## src/rtl/tone_pkg.sv

```systemverilog
// Shared types for the tone sample generator: FSM state codes
// and the full-scale amplitude helper.
package tone_pkg;

  typedef enum logic [1:0] {
    IDLE      = 2'd0,
    RAMP_UP   = 2'd1,
    PLAY      = 2'd2,
    RAMP_DOWN = 2'd3
  } state_t;

  // Largest positive two's-complement value of a given width.
  function automatic int amp_max(input int width);
    return (1 << (width - 1)) - 1;
  endfunction

endpackage

```

## src/rtl/tone_sample_gen_sync.sv

```systemverilog
// Multi-flop synchronizer for one asynchronous level signal.
// Ports: i_clk, i_rst (async, active-high), i_d (async in), o_q (synced).
module bit_sync #(
  parameter int SYNC_STAGES = 2
) (
  input  logic i_clk,
  input  logic i_rst,
  input  logic i_d,
  output logic o_q
);

  logic [SYNC_STAGES-1:0] r_sync;

  always_ff @(posedge i_clk or posedge i_rst) begin
    if (i_rst) begin
      r_sync <= '0;
    end else begin
      r_sync <= {r_sync[SYNC_STAGES-2:0], i_d};
    end
  end

  assign o_q = r_sync[SYNC_STAGES-1];

endmodule

```

## src/rtl/tone_sample_gen.sv

```systemverilog
// Click-free square-wave sample generator driven by a note clock.
// Ports: CLOCK_50, reset (async, active-high), tone_clk, enable,
//   vol_shift, sample_ready -> audio_data, sample_valid,
//   overrun_cnt, state_dbg.
module tone_sample_gen
  import tone_pkg::*;
#(
  parameter int WIDTH       = 8,
  parameter int RAMP_STEP   = 32,
  parameter int SYNC_STAGES = 2,
  parameter int TIMEOUT     = 1048576
) (
  input  logic             CLOCK_50,
  input  logic             reset,
  input  logic             tone_clk,
  input  logic             enable,
  input  logic [2:0]       vol_shift,
  input  logic             sample_ready,
  output logic [WIDTH-1:0] audio_data,
  output logic             sample_valid,
  output logic [7:0]       overrun_cnt,
  output logic [1:0]       state_dbg
);

  localparam logic [WIDTH-1:0] AMP_MAX =
    WIDTH'(amp_max(WIDTH));
  localparam logic [WIDTH:0] STEP = (WIDTH+1)'(RAMP_STEP);
  localparam int TW = $clog2(TIMEOUT + 1);
  localparam logic [TW-1:0] TO_VAL = TW'(TIMEOUT);

  logic w_tone_s;
  logic w_en;
  logic w_edge;
  logic w_timeout;
  logic w_load;
  logic w_phase_n;
  logic [WIDTH-1:0] w_amp_n;
  logic [WIDTH:0]   w_up;
  logic [WIDTH-1:0] w_up_sat;
  logic [WIDTH-1:0] w_dn_sat;
  logic [WIDTH-1:0] w_mag;
  logic [WIDTH-1:0] w_sample;
  state_t w_state_n;

  logic r_tone_prev;
  logic r_phase;
  logic r_valid;
  logic [WIDTH-1:0] r_amp;
  logic [WIDTH-1:0] r_audio;
  logic [7:0]       r_ovr;
  logic [TW-1:0]    r_tcnt;
  state_t r_state;

  bit_sync #(.SYNC_STAGES(SYNC_STAGES)) u_sync_tone (
    .i_clk (CLOCK_50),
    .i_rst (reset),
    .i_d   (tone_clk),
    .o_q   (w_tone_s)
  );

  bit_sync #(.SYNC_STAGES(SYNC_STAGES)) u_sync_en (
    .i_clk (CLOCK_50),
    .i_rst (reset),
    .i_d   (enable),
    .o_q   (w_en)
  );

  assign w_edge = w_tone_s & ~r_tone_prev;

  assign w_timeout = (r_state != IDLE) && (r_tcnt >= TO_VAL);

  assign w_up     = {1'b0, r_amp} + STEP;
  assign w_up_sat = (w_up >= {1'b0, AMP_MAX}) ?
                    AMP_MAX : w_up[WIDTH-1:0];
  assign w_dn_sat = ({1'b0, r_amp} <= STEP) ?
                    '0 : r_amp - STEP[WIDTH-1:0];

  always_comb begin
    w_state_n = r_state;
    w_amp_n   = r_amp;
    w_phase_n = r_phase;
    w_load    = 1'b0;
    unique case (r_state)
      IDLE: begin
        // First step of a new note always starts on the + half.
        if (w_en && w_edge) begin
          w_load    = 1'b1;
          w_phase_n = 1'b1;
          w_amp_n   = w_up_sat;
          w_state_n = (w_up_sat == AMP_MAX) ? PLAY : RAMP_UP;
        end
      end
      default: begin
        if (w_en) begin
          w_state_n = (r_state == RAMP_DOWN) ? RAMP_UP : r_state;
          if (w_edge) begin
            w_load    = 1'b1;
            w_phase_n = ~r_phase;
            if (r_state != PLAY) begin
              w_amp_n = w_up_sat;
              if (w_up_sat == AMP_MAX) w_state_n = PLAY;
            end
          end
        end else begin
          w_state_n = RAMP_DOWN;
          if (w_edge) begin
            w_load    = 1'b1;
            w_phase_n = ~r_phase;
            w_amp_n   = w_dn_sat;
            if (w_dn_sat == '0) w_state_n = IDLE;
          end
        end
      end
    endcase
    // A stalled note clock silences the output outright.
    if (w_timeout) begin
      w_state_n = IDLE;
      w_amp_n   = '0;
      w_phase_n = 1'b0;
      w_load    = 1'b0;
    end
  end

  always_comb begin
    w_mag = '0;
    if ({29'd0, vol_shift} < 32'(WIDTH - 1)) begin
      w_mag = w_amp_n >> vol_shift;
    end
    w_sample = w_phase_n ? w_mag : (~w_mag + 1'b1);
  end

  always_ff @(posedge CLOCK_50 or posedge reset) begin
    if (reset) begin
      r_tone_prev <= 1'b0;
      r_state     <= IDLE;
      r_amp       <= '0;
      r_phase     <= 1'b0;
      r_tcnt      <= '0;
    end else begin
      r_tone_prev <= w_tone_s;
      r_state     <= w_state_n;
      r_amp       <= w_amp_n;
      r_phase     <= w_phase_n;
      if (w_edge || r_state == IDLE) begin
        r_tcnt <= '0;
      end else if (r_tcnt != TO_VAL) begin
        r_tcnt <= r_tcnt + 1'b1;
      end
    end
  end

  always_ff @(posedge CLOCK_50 or posedge reset) begin
    if (reset) begin
      r_audio <= '0;
      r_valid <= 1'b0;
      r_ovr   <= '0;
    end else begin
      if (w_timeout) begin
        r_audio <= '0;
      end else if (w_load) begin
        r_audio <= w_sample;
      end
      if (w_load) begin
        r_valid <= 1'b1;
        // Only a sample lost without being accepted counts.
        if (r_valid && !sample_ready && r_ovr != 8'hFF) begin
          r_ovr <= r_ovr + 8'd1;
        end
      end else if (sample_ready) begin
        r_valid <= 1'b0;
      end
    end
  end

  assign audio_data   = r_audio;
  assign sample_valid = r_valid;
  assign overrun_cnt  = r_ovr;
  assign state_dbg    = r_state;

endmodule
```

## config.mk

```make
export PLATFORM = sky130hd
export DESIGN_NAME = tone_sample_gen
export DESIGN_NICKNAME = d
export VERILOG_FILES = /design/src/rtl/tone_pkg.sv /design/src/rtl/tone_sample_gen_sync.sv /design/src/rtl/tone_sample_gen.sv
export SDC_FILE = /design/constraint.sdc
export NUM_CORES = 1
export LEC_CHECK = 0
export ABC_AREA = 1
export CORE_MARGIN = 5
export CORE_UTILIZATION = 55
export CTS_BUF_LIST = sky130_fd_sc_hd__clkbuf_4 sky130_fd_sc_hd__clkbuf_8
export CTS_CLUSTER_SIZE = 16
export DETAILED_ROUTE_END_ITERATION = 7
export PLACE_DENSITY = 0.73
export SYNTH_ARGS = -nofsm -noshare
export SYNTH_HDL_FRONTEND = slang
export SYNTH_SLANG_ARGS = --single-unit
export TNS_END_PERCENT = 50
```

## constraint.sdc

```tcl
create_clock -name CLOCK_50 -period 5.87 [get_ports CLOCK_50]
set_input_delay 1.4675 -clock CLOCK_50 [delete_from_list [all_inputs] [get_ports CLOCK_50]]
set_output_delay 1.4675 -clock CLOCK_50 [all_outputs]
set_load 0.05 [all_outputs]
```

; After elaboration in Yosys (flattened, before gate mapping)
; Cells that the tools add are included.
[word_totals]
wordCells = 79
inputBits = 8
reg_bits = 54
output_inout_bits = 19
[op_classes]
shift = 1
bitwise_logic = 4
muxes = 36
n_reduce_logical = 13
n_eq_ne = 6
order_cmp = 4
add_sub_neg = 5
[op_table]
columns = op, n
row1 = 2-to-1 mux 8 bit, 13
row2 = 2-to-1 mux 21 bit, 2
row3 = 2-to-1 mux 2 bit, 11
row4 = "adder 21 x 1 -> 21 bit, second input constant", 1
row5 = "greater-or-equal comparator 21 bit, second input constant", 1
row6 = "inequality test 21 bit, second input constant", 1
row7 = "adder 8 x 1 -> 8 bit, second input constant", 2
row8 = 2-to-1 mux 1 bit, 10
row9 = "adder 8 x 6 -> 9 bit, second input constant", 1
row10 = "greater-or-equal comparator 9 x 7 -> 1 bit, second input constant", 1
row11 = "equality test 8 x 7 -> 1 bit, second input constant", 1
row12 = "<= comparator 8 x 6 -> 1 bit, second input constant", 1
row13 = zero test 8 bit, 1
row14 = "inequality test 8 bit, second input constant", 1
row15 = NOT 8 bit, 1
row16 = nonzero test 2 bit, 4
row17 = >> shifter 8 x 3 -> 8 bit, 1
row18 = "subtractor 8 x 6 -> 8 bit, second input constant", 1
row19 = logical AND 1 bit, 4
row20 = "< comparator 3 bit, second input constant", 1
row21 = "inequality test 3 bit, second input constant", 1
row22 = "equality test 2 bit, second input constant", 1
row23 = zero test 2 bit, 1
row24 = "inequality test 2 bit, second input constant", 1
row25 = 5 further kinds, 6

; Depth between registers and ports, before layout
[depth]
depth_word = 15
ltp_mapped = 25

; By module
; A second synthesis with hierarchy kept.
[hier_totals]
cells_unflattened = 473
area_unflattened_um2 = 3499.6
[modules_own_cells]
columns = module, seq_area_each_um2, instances, cells_per_inst, area_per_inst_um2
row1 = tone_sample_gen, 1251.2, 1, 467, 3392.0
row2 = bit_sync, 50.0, 2, 3, 53.8

; Worst setup path before layout
; No wires, ideal clock.
[synth_timing]
kind = input to register
from = input vol_shift[0]
to = register r_audio[2], in the netlist audio_data[2]
slack_ps = 2928
arrival_ps = 2821
path_stages = 11
t_required_ps = 5749
path_cell_list = buf_2 inv_1 buf_2 nand2_1 nand3_1 a21oi_1 nand2_2 ha_1 nor2_1 xnor2_1 a22o_1
[synth_between]
elab_chain_len = 7
[synth_lines]
columns = element, line_no
row1 = from (decl), tone_sample_gen.sv:17  ; input logic [2:0] vol_shift,
row2 = < comparator 3 bit / >> shifter 8 x 3 -> 8 bit (equally long branches), "tone_sample_gen.sv:126, tone_sample_gen.sv:127"
row3 = 2-to-1 mux 8 bit (*), tone_sample_gen.sv:126  ; if ({29'd0, vol_shift} < 32'(WIDTH - 1)) begin
row4 = NOT 8 bit, tone_sample_gen.sv:129  ; w_sample = w_phase_n ? w_mag : (~w_mag + 1'b1);
row5 = adder 8 x 1 -> 8 bit, tone_sample_gen.sv:129
row6 = 2-to-1 mux 8 bit (*), tone_sample_gen.sv:129
row7 = 2-to-1 mux 8 bit (*), tone_sample_gen.sv:160  ; end else if (w_load) begin
row8 = 2-to-1 mux 8 bit (*), tone_sample_gen.sv:158  ; if (w_timeout) begin
row9 = to (signal assigned), tone_sample_gen.sv:161  ; r_audio <= w_sample;
row10 = to (decl), tone_sample_gen.sv:49  ; logic [WIDTH-1:0] r_audio;
; Mark *: on every way between the ends. The rest lies on a longest branch, timed or not. The select of a mux whose other input is x is not followed.
; A chain may end at the register's enable or synchronous reset.

; Final worst setup path
[layout_timing]
from = input vol_shift[0]
to = register r_audio[6], in the netlist audio_data[6]
; The elaborated chain is that of the path after synthesis.

==> results.yml <==
clocking:
  cts_resized: 0
  cts_max_path_buffers: 2
  postCtsHoldBufs: 0
  numCtsBuffers: 5
  cts_htree_levels: 2
  cts_tree: "yes"
  post-cts-setup-buffer-count: 0
  clk_pin_slew_ps: 100
  clock_latency_ps: 300
  cts_root_buf: "clkbuf_8"
  cts.sinks: 54
sta:
  slew_headroom_pct: 40.0
  tns_ps: 0
  finalHoldViolCount: 0
  finalSetupViolCount: 0
  rsz0062_at_grt: "false"
  post-route-period-util_pct: 56.5
  fmax_ghz: 0.301
  drv_slew: 0
  min_period_ps: 3320
  setup_slack_ps: 2550
  finClkSkew_ps: 9.34
  tightest_slew_ps: 896
drt:
  wl_um: 7600
  drt-pass1-iter-count: 5
  drcViolationCount: 0
  via_count: 3148
  vias_per_cell: 5.47
  drt-wirelength-per-cell_um: 13.2
  antenna_left: 0
  drtIter0Drc: 160
placed_design:
  place_area_sq_um: 3780
  finalWeightedCongestion: 0.913
  port_buffers: 26
  dp_slack_ps: 2250
  hpwl_um: 5640
synth:
  syn_area_per_cell_sq_um: 7.30
  ys_ff_latch: 54
  ys_types: 37
  synth_compound_area_share_pct: 10.5
  synthSimpleGateAreaFrac_pct: 36.0
  ys_seq_area_share_pct: 39.1
  synthAdderAreaFrac_pct: 2.54
  synth.area.mux_share_pct: 0.326
  synthCells: 473
  syn_area_sq_um: 3450
  synth_top_family_by_area: "simple AND/OR/NAND/NOR gates"
  syn_nets: 488
  synth_xor_area_share_pct: 2.79
  yosys_warnings: 0
critical_path:
  slowest_stage: "clkdlybuf4s50_1"
  worst-setup-path-type: "in2reg"
  r2r_setup_slack_ps: 2870
  cp-end-kind: "register"
  path_delay_family: "buffers and inverters"
  worstSetupStartpointType: "primary input"
  crit_buf_inv: 2
  cp_max_fo: 11
  crit_path_end: "audio_data[6]"
  r2r_end: "audio_data[6]"
  crit_start: "vol_shift[0]"
  slowest_delay_ps: 550
  rr_startpoint: "r_amp[5]"
  arrival_ps: 3520
  r2r_cells: 20
  path_depth: 14
  cp_common_cell: "nand2_1"
  critical_path_required_ps: 6070
  worstPathCellList: "clkdlybuf4s50_1, inv_1, nand3_1, nand2_1, a21oi_1, a21oi_1, nand2_2, ha_1, nand2_1, nor2_1, nand2_1, nand3_1, nand3_1, nand2_1"
floorplanning:
  start_util_pct: 57.3
  num_io_pins: 27
  core_sq_um: 6030
  dieArea_sq_um: 7970
  die_h_um: 89.3
  die_x_um: 89.3
  num_rows: 28
job:
  maxCapViolations: 0
grt:
  grt_pass1_wl_um: 13500
  grt_max_degree: 55
  grt_pass1_vias: 3006
  grt-ovfl-total: 0
  grt_usage_pct: 21.1
  antenna_found_initial: 0
hold_path:
  hold_path_class: "reg2reg"
power:
  p_sw_share_pct: 47.6
  max-vdd-ir-drop_v: 0.000291
  power_density_nw_per_um2: 459
  p_int_mw: 0.945
  p_leak_nw: 1.96
  p_seq_share_pct: 31.0
  clock_power_share_pct: 16.8
  pwr-share-comb_pct: 52.2
  switchingPower_mw: 0.857
run_status:
  status: "complete, no violations"
cells_and_area:
  mostFrequentLayoutCells: "115 x nand2_1, 57 x inv_1, 54 x dfrtp_1"
  antenna_cells: 0
  fin_area_sq_um: 3930
  final_layout_size_suffix_gt1_share_pct: 10.8
  layout_commonest_cell: "nand2_1"
  syn_to_final_growth_pct: 13.7
  fin_nets: 515
how the worst min path moves through the flow:
stage / endpoint / cells after the start / slack (ps) / from
after global placement: u_sync_tone.r_sync[1] / 0 / 340 / u_sync_tone.r_sync[0]
after floorplan: u_sync_en.r_sync[1] / 0 / 330 / u_sync_en.r_sync[0]
after CTS: u_sync_en.r_sync[1] / 0 / 370 / u_sync_en.r_sync[0]
final: u_sync_en.r_sync[1] / 0 / 360 / u_sync_en.r_sync[0]
after detailed placement: u_sync_en.r_sync[1] / 0 / 340 / u_sync_en.r_sync[0]
after global routing: u_sync_en.r_sync[1] / 0 / 380 / u_sync_en.r_sync[0]
synth_stat cells (all sizes together):
cell / n / area [sq um]
nand3b: 1 / 7.51
nor2: 45 / 204
nand3: 48 / 270
nor3: 13 / 75.1
a31oi: 3 / 18.8
xor2: 8 / 70.1
a311oi: 1 / 26.3
o211ai: 5 / 37.5
or2: 3 / 18.8
inv: 71 / 267
o21ai: 22 / 110
a22oi: 2 / 15.0
dfrtp: 54 / 1350
xnor2: 3 / 26.3
buf: 5 / 25.0
nand2: 126 / 510
a21oi: 26 / 130
a22o: 1 / 8.76
nor4: 7 / 43.8
nand4: 14 / 100
clkbuf: 2 / 7.51
ha: 7 / 87.6
clkinv: 1 / 3.75
a211oi: 2 / 15.0
or3: 1 / 6.26
mux2: 1 / 11.3
nor3b: 1 / 7.51
logic make-up after synthesis:
group                    count (synthesis)
AO/OA/AOI/OAI                           62
AND/OR/NAND/NOR                        259
XOR/XNOR                                11
adder cells (fa/ha/maj)                  7
flip-flops                              54
multiplexers                             1
buffers and inverters                   79
power by group through the flow:
stage	clock [mW]	sequential (mW)	combinational, mW
after floorplan	0	0.709	0.540
after global placement	0	0.563	0.924
after detailed placement	0	0.563	0.936
after CTS	0.311	0.559	0.942
after global routing	0.328	0.574	1.04
final	0.302	0.559	0.941
layer usage:
metal  vias to the layer above  share of wire, %  global-route usage, %
met3                         9               4.2                   3.32
met1                      1476                47                   30.1
li1                       1597                 -                      -
met4                         0               1.2                   6.77
met5                         -                 0                      0
met2                        66                47                   33.0
layout make-up:
cell class	instances	area (sq um)
clock buffers	6	82.6
clock inverters	2	60.1
fillers	543	2100
inverters	72	270
multi-input cells	340	1800
flip-flops and latches	54	1350
well taps	75	93.8
repair buffers	27	268
through the flow:
step                utilization (%)  total power, mW  hold WS, ps  std cells
finish                         65.2             1.80          362        576
detailed placement             62.8             1.50          343        568
global placement               62.8             1.49          335        568
floorplan                         -             1.25          331        473
CTS                            65.2             1.81          366        576
global route                   65.2             1.94          376        576
sequential cells by signal, indices dropped and copies added, names as in the netlist:
signal / cells
sample_valid: 1
u_sync_en.r_sync: 2
state_dbg: 2
r_tcnt: 21
r_phase: 1
r_amp: 8
overrun_cnt: 8
r_tone_prev: 1
audio_data: 8
u_sync_tone.r_sync: 2
No activity file was read; power rests on OpenSTA's default activity.
